===== config.mk =====
export PLATFORM = sky130hd
export DESIGN_NAME = ryu_knockback
export DESIGN_NICKNAME = d
export VERILOG_FILES = /design/src/rtl/ryu_knockback.sv
export SDC_FILE = /design/constraint.sdc
export NUM_CORES = 1
export LEC_CHECK = 0
export ABC_AREA = 1
export ABC_CLOCK_PERIOD_IN_PS = 5600
export BUFFER_PORTS_ARGS = -buffer_cell sky130_fd_sc_hd__buf_4
export CAP_MARGIN = 20
export CORE_MARGIN = 3
export CORE_UTILIZATION = 55
export CTS_BUF_LIST = sky130_fd_sc_hd__clkbuf_4 sky130_fd_sc_hd__clkbuf_8
export CTS_CLUSTER_SIZE = 40
export DETAILED_ROUTE_END_ITERATION = 6
export PLACE_DENSITY = 0.82
export REMOVE_ABC_BUFFERS = 1
export SLEW_MARGIN = 5
export SYNTH_ARGS = -nofsm -noshare
export SYNTH_HDL_FRONTEND = slang
export SYNTH_SLANG_ARGS = --single-unit

===== constraint.sdc =====
create_clock -name frame_clk -period 5.6 [get_ports frame_clk]
set_clock_uncertainty 0.1 [all_clocks]
set_input_delay 0.84 -clock frame_clk [delete_from_list [all_inputs] [get_ports frame_clk]]
set_output_delay 0.84 -clock frame_clk [all_outputs]
set_load 0.02 [all_outputs]

===== src/rtl/ryu_knockback.sv =====
// rtl/ryu_knockback.sv - hit-driven decaying knockback push followed by a stun window
module ryu_knockback #(
  parameter int KB_LIGHT    = 2,
  parameter int KB_MED      = 4,
  parameter int KB_HEAVY    = 6,
  parameter int PUSH_FRAMES = 8,
  parameter int DECAY_INT   = 2,
  parameter int STUN_FRAMES = 12,
  parameter int BOUND_X_MIN = 7,
  parameter int BOUND_X_MAX = 513
) (
  input  logic        frame_clk,
  input  logic        Reset_n,
  input  logic        hit,
  input  logic [1:0]  hit_strength,
  input  logic        hit_dir,
  input  logic        blocking,
  input  logic [9:0]  RyuX,
  output logic [31:0] Ryu_Knockback,
  output logic        Ryu_Stun,
  output logic        kb_active
);

  localparam logic [1:0] IDLE    = 2'd0;
  localparam logic [1:0] PUSH    = 2'd1;
  localparam logic [1:0] RECOVER = 2'd2;

  logic [1:0]  r_state;
  logic [3:0]  r_speed;
  logic [3:0]  r_dec;
  logic [3:0]  r_cnt;
  logic        r_dir;

  logic        w_load;
  logic [3:0]  w_base_speed;
  logic [3:0]  w_half_speed;
  logic [3:0]  w_load_speed;
  logic [3:0]  w_cur_speed;
  logic [3:0]  w_cur_dec;
  logic        w_cur_dir;
  logic [3:0]  w_dec_inc;
  logic [3:0]  w_next_dec;
  logic [3:0]  w_next_speed;
  logic [10:0] w_x;
  logic [10:0] w_room_left;
  logic [10:0] w_room_right;
  logic [10:0] w_room;
  logic [3:0]  w_mag;
  logic [31:0] w_mag32;
  logic [31:0] w_kb;

  assign w_load = hit && (hit_strength != 2'd0);

  // Initial push speed selected by hit strength
  always_comb begin
    w_base_speed = 4'd0;
    case (hit_strength)
      2'd1:    w_base_speed = 4'(KB_LIGHT);
      2'd2:    w_base_speed = 4'(KB_MED);
      2'd3:    w_base_speed = 4'(KB_HEAVY);
      default: w_base_speed = 4'd0;
    endcase
  end

  // A guarded hit pushes at half speed but always moves at least 1 px
  assign w_half_speed = w_base_speed >> 1;
  assign w_load_speed = blocking ? ((w_half_speed == 4'd0) ? 4'd1 : w_half_speed) : w_base_speed;

  // A fresh hit starts from the loaded speed with a cleared decay counter
  assign w_cur_speed = w_load ? w_load_speed : r_speed;
  assign w_cur_dec   = w_load ? 4'd0 : r_dec;
  assign w_cur_dir   = w_load ? hit_dir : r_dir;

  // The frame being emitted counts toward the decay interval; speed for the next frame drops when it fills
  assign w_dec_inc    = w_cur_dec + 4'd1;
  assign w_next_dec   = (w_dec_inc == 4'(DECAY_INT)) ? 4'd0 : w_dec_inc;
  assign w_next_speed = (w_dec_inc == 4'(DECAY_INT) && w_cur_speed > 4'd1) ? (w_cur_speed - 4'd1) : w_cur_speed;

  // Wall clamp: never push Ryu past either stage boundary
  assign w_x          = {1'b0, RyuX};
  assign w_room_left  = (w_x > 11'(BOUND_X_MIN)) ? (w_x - 11'(BOUND_X_MIN)) : 11'd0;
  assign w_room_right = (w_x < 11'(BOUND_X_MAX)) ? (11'(BOUND_X_MAX) - w_x) : 11'd0;
  assign w_room       = w_cur_dir ? w_room_left : w_room_right;
  assign w_mag        = ({7'd0, w_cur_speed} < w_room) ? w_cur_speed : w_room[3:0];
  assign w_mag32      = {28'd0, w_mag};
  assign w_kb         = w_cur_dir ? (32'd0 - w_mag32) : w_mag32;

  // Frame-rate FSM: a valid hit always (re)starts the push, otherwise walk PUSH -> RECOVER -> IDLE
  always_ff @(posedge frame_clk or negedge Reset_n) begin
    if (!Reset_n) begin
      r_state       <= IDLE;
      r_speed       <= 4'd0;
      r_dec         <= 4'd0;
      r_cnt         <= 4'd0;
      r_dir         <= 1'b0;
      Ryu_Knockback <= 32'd0;
      Ryu_Stun      <= 1'b0;
      kb_active     <= 1'b0;
    end else if (w_load) begin
      r_state       <= PUSH;
      r_cnt         <= 4'(PUSH_FRAMES - 1);
      r_speed       <= w_next_speed;
      r_dec         <= w_next_dec;
      r_dir         <= hit_dir;
      Ryu_Knockback <= w_kb;
      Ryu_Stun      <= 1'b1;
      kb_active     <= 1'b1;
    end else begin
      case (r_state)
        PUSH: begin
          if (r_cnt != 4'd0) begin
            r_cnt         <= r_cnt - 4'd1;
            r_speed       <= w_next_speed;
            r_dec         <= w_next_dec;
            Ryu_Knockback <= w_kb;
            Ryu_Stun      <= 1'b1;
            kb_active     <= 1'b1;
          end else begin
            r_state       <= RECOVER;
            r_cnt         <= 4'(STUN_FRAMES - 1);
            r_speed       <= 4'd0;
            r_dec         <= 4'd0;
            Ryu_Knockback <= 32'd0;
            Ryu_Stun      <= 1'b1;
            kb_active     <= 1'b0;
          end
        end
        RECOVER: begin
          Ryu_Knockback <= 32'd0;
          kb_active     <= 1'b0;
          if (r_cnt != 4'd0) begin
            r_cnt    <= r_cnt - 4'd1;
            Ryu_Stun <= 1'b1;
          end else begin
            r_state  <= IDLE;
            Ryu_Stun <= 1'b0;
          end
        end
        default: begin
          r_state       <= IDLE;
          r_cnt         <= 4'd0;
          Ryu_Knockback <= 32'd0;
          Ryu_Stun      <= 1'b0;
          kb_active     <= 1'b0;
        end
      endcase
    end
  end

endmodule


==> metrics.cfg <==
[placement]
dp_worst_setup_slack_ns=2.25
io_buffers=50
postPlaceCellArea_um2=2310
dpl.hpwl_um=3430
gp_congestion=0.874

[power_and_ir_drop]
power_frac_seq=0.266
sw_frac_of_total=0.439
power_density_nw_per_um2=374
p_sw_w=0.000391
peakVddDrop_mv=0.171
p_clk_frac=0.166
leakage_nw=1.29
intPower_w=0.000500
combPwrFrac=0.567

[final_layout]
drive_gt1_frac=0.251
num-fill-cells=307
area_growth_pct=13.4
seqCellArea_um2=551
multi_input_area_um2=1160
nNetsFinal=348
fin_area_um2=2380
final_util=0.682
n_antenna_cell=0

[cts]
cts_root_buf=clkbuf_8
max-clock-path-buffers=2
cts_tree=done
clkSinkCount=22
clk_pin_slew_ns=0.08
cts_max_level=1
postCtsSetupBuffers=0
ctsResizeCount=0
worstSkewPairLatency_ns=0.26
hold_buffers=0
cts_buffers=3

[timing]
fin_setup_tns_ns=0
setup_viol=0
relSlewSlack=0.469
grt_setup_unrepaired=false
fin_crit_sh=0.550
period_needed_ns=3.08
setup_slack_ns=2.52
finalHoldViolCount=0
drv_slew=0
hold_slack_ns=0.348
tightest_slew_ns=0.793
fmax_ghz=0.325

[routing]
drt_wl_total_um=4310
wl_per_cell_um=11.8
vias=1841
antenna_left=0
drt-pass1-iter-count=4
drtIter0Drc=104
drc=0
vias_per_cell=5.04

[logic_synthesis]
yosysUniqueCellTypes=38
yosysWarnings=0
netlist_area_um2=2100
ys_ff_latch=22
synth_area_per_cell_um2=7.12
synth_cells=295
yosysSeqAreaShare=0.262

[worst_setup_path]
required_ns=5.62
crit_slowest_cell=ha_1
crit_type=input port to register
start_kind=input port
crit_path_end_kind=register
cp_slowest_stage_delay_ns=0.26
cp_max_fo=5
worst_ep_arrival_time_ns=3.10
critical_path.cell_chain=buf_4 > inv_1 > ha_1 > nand2_4 > nor2_8 > nand2_2 > nand2_4 > nand2_2 > inv_1 > nand2_1 > o21a_1 > ha_1 > a21boi_1 > nand2_2 > nand2_4 > nand2_4 > nand2_1 > nand2_2 > nor2_1 > xor2_1 > nor2_1

[hold_path]
min_path_type=input port to async pin

[status]
status=complete, no violations

[global_route]
grtUsageTotal=0.198
grt_first_pass_wirelength_um=7060
grt_pass1_vias=1648
grt_max_degree=29
antenna_found_initial=0
grt-ovfl-total=0

[floorplanning]
core-area_um2=3490
die_area_um2=4600
die_h_um=67.8
rows=21
io_pins=51
initial_core_util=0.601
fp.dieW_um=67.8

[job]
cap_violations=0

## through the flow
step                std cells  total power (W)
floorplan                 265         0.000568
global placement          361         0.000737
detailed placement        361         0.000746
CTS                       365         0.000898
global route              365         0.000964
finish                    365         0.000891
## registers in the layout, indices dropped and copies added (netlist names)
signal and cells:
Ryu_Knockback 5, r_state 2, r_cnt 4, r_dec 4, kb_active 1, r_dir 1, Ryu_Stun 1, r_speed 4
## power by group through the flow
stage | clock network, W | registers, W | logic (W)
6_report | 0.000148 | 0.000237 | 0.000505
5_1_grt | 0.000160 | 0.000245 | 0.000559
4_1_cts | 0.000151 | 0.000238 | 0.000509
3_5_place_dp | 0 | 0.000241 | 0.000505
3_3_place_gp | 0 | 0.000239 | 0.000499
2_1_floorplan | 0 | 0.000325 | 0.000244
## path summary, 6_finish.rpt
kind	end	slack, ns	start	depth (start not counted)
hold / removal	r_dec[2]	0.35	Reset_n	1
setup reg to reg	Ryu_Knockback[1]	3.13	r_dir	15
setup / recovery	Ryu_Knockback[1]	2.52	RyuX[1]	21
max in group asynchronous	r_dec[1]	4.83	Reset_n	1
min in group frame_clk	r_speed[0]	0.45	r_speed[0]	2
hold reg to reg	r_speed[0]	0.45	r_speed[0]	2
## critical path, delay by kind of cell
kind                     cells  cell delay [ns]
adder cells (fa/ha/maj)      2             0.50
AND/OR/NAND/NOR             13             1.00
buffers and inverters        3             0.31
AO/OA/AOI/OAI                2             0.30
XOR/XNOR                     1             0.16
## metal layers
layer / global-route usage / vias to the layer above / share of wire
li1: - / 963 / -
met1: 0.254 / 836 / 0.46
met2: 0.345 / 36 / 0.50
met3: 0.0266 / 6 / 0.032
met4: 0.0546 / 0 / 0.013
met5: 0 / - / 0
## layout by cell type (no fill, tap or decap)
| cell | count |
|---|---|
| xnor2_1 | 2 |
| o21ai_1 | 3 |
| a21oi_1 | 5 |
| nor2_1 | 30 |
| ha_1 | 11 |
| dfrtp_1 | 22 |
| nand3_1 | 28 |
| nand3b_1 | 1 |
| inv_4 | 1 |
| xor2_1 | 10 |
| nor3_1 | 2 |
| o21a_1 | 2 |
| nand2_2 | 11 |
| a21boi_0 | 1 |
| mux2_2 | 1 |
| a21boi_1 | 1 |
| a31oi_1 | 1 |
| o21ai_0 | 11 |
| clkbuf_8 | 3 |
| a22o_1 | 1 |
| nor4_1 | 1 |
| inv_1 | 44 |
| nand3_2 | 1 |
| nor2_4 | 1 |
| o22ai_1 | 8 |
| a21oi_4 | 1 |
| nor2_8 | 1 |
| a21oi_2 | 1 |
| nand2_4 | 5 |
| o32ai_1 | 1 |
| bufinv_16 | 1 |
| o211ai_1 | 1 |
| buf_4 | 50 |
| nand2_1 | 51 |
| nand4_1 | 2 |
| nor2_2 | 1 |
| o21ai_2 | 2 |
## cells in the mapped netlist (all sizes together)
master,count,area [um2]
a21boi,2,15.0
a21oi,7,50.1
a22o,1,8.76
a31oi,1,6.26
buf,29,219
clkbuf,1,3.75
dfrtp,22,551
ha,11,138
inv,45,171
mux2,1,11.3
nand2,67,317
nand3,29,150
nand3b,1,7.51
nand4,2,12.5
nor2,33,150
nor3,2,10.0
nor4,1,6.26
o211ai,1,7.51
o21a,2,15.0
o21ai,16,87.6
o22ai,8,50.1
o32ai,1,8.76
xnor2,2,17.5
xor2,10,87.6
## layout make-up
class | count | share of cell area
multi-input cells | 198 | 0.485
flip-flops and latches | 22 | 0.231
repair buffers | 50 | 0.158
inverters | 45 | 0.0720
well taps | 46 | 0.0242
clock buffers | 3 | 0.0173
clock inverters | 1 | 0.0126
## cells by family (layout without fill, tap and decap cells)
family                   count (synthesis)  count (layout)  share of synthesized area
AND/OR/NAND/NOR                        135             135                      0.311
buffers and inverters                   75              99                      0.188
AO/OA/AOI/OAI                           39              39                      0.119
flip-flops                              22              22                      0.262
XOR/XNOR                                12              12                     0.0500
adder cells (fa/ha/maj)                 11              11                     0.0655
multiplexers                             1               1                    0.00536
No activity file was read; power rests on OpenSTA's default activity.
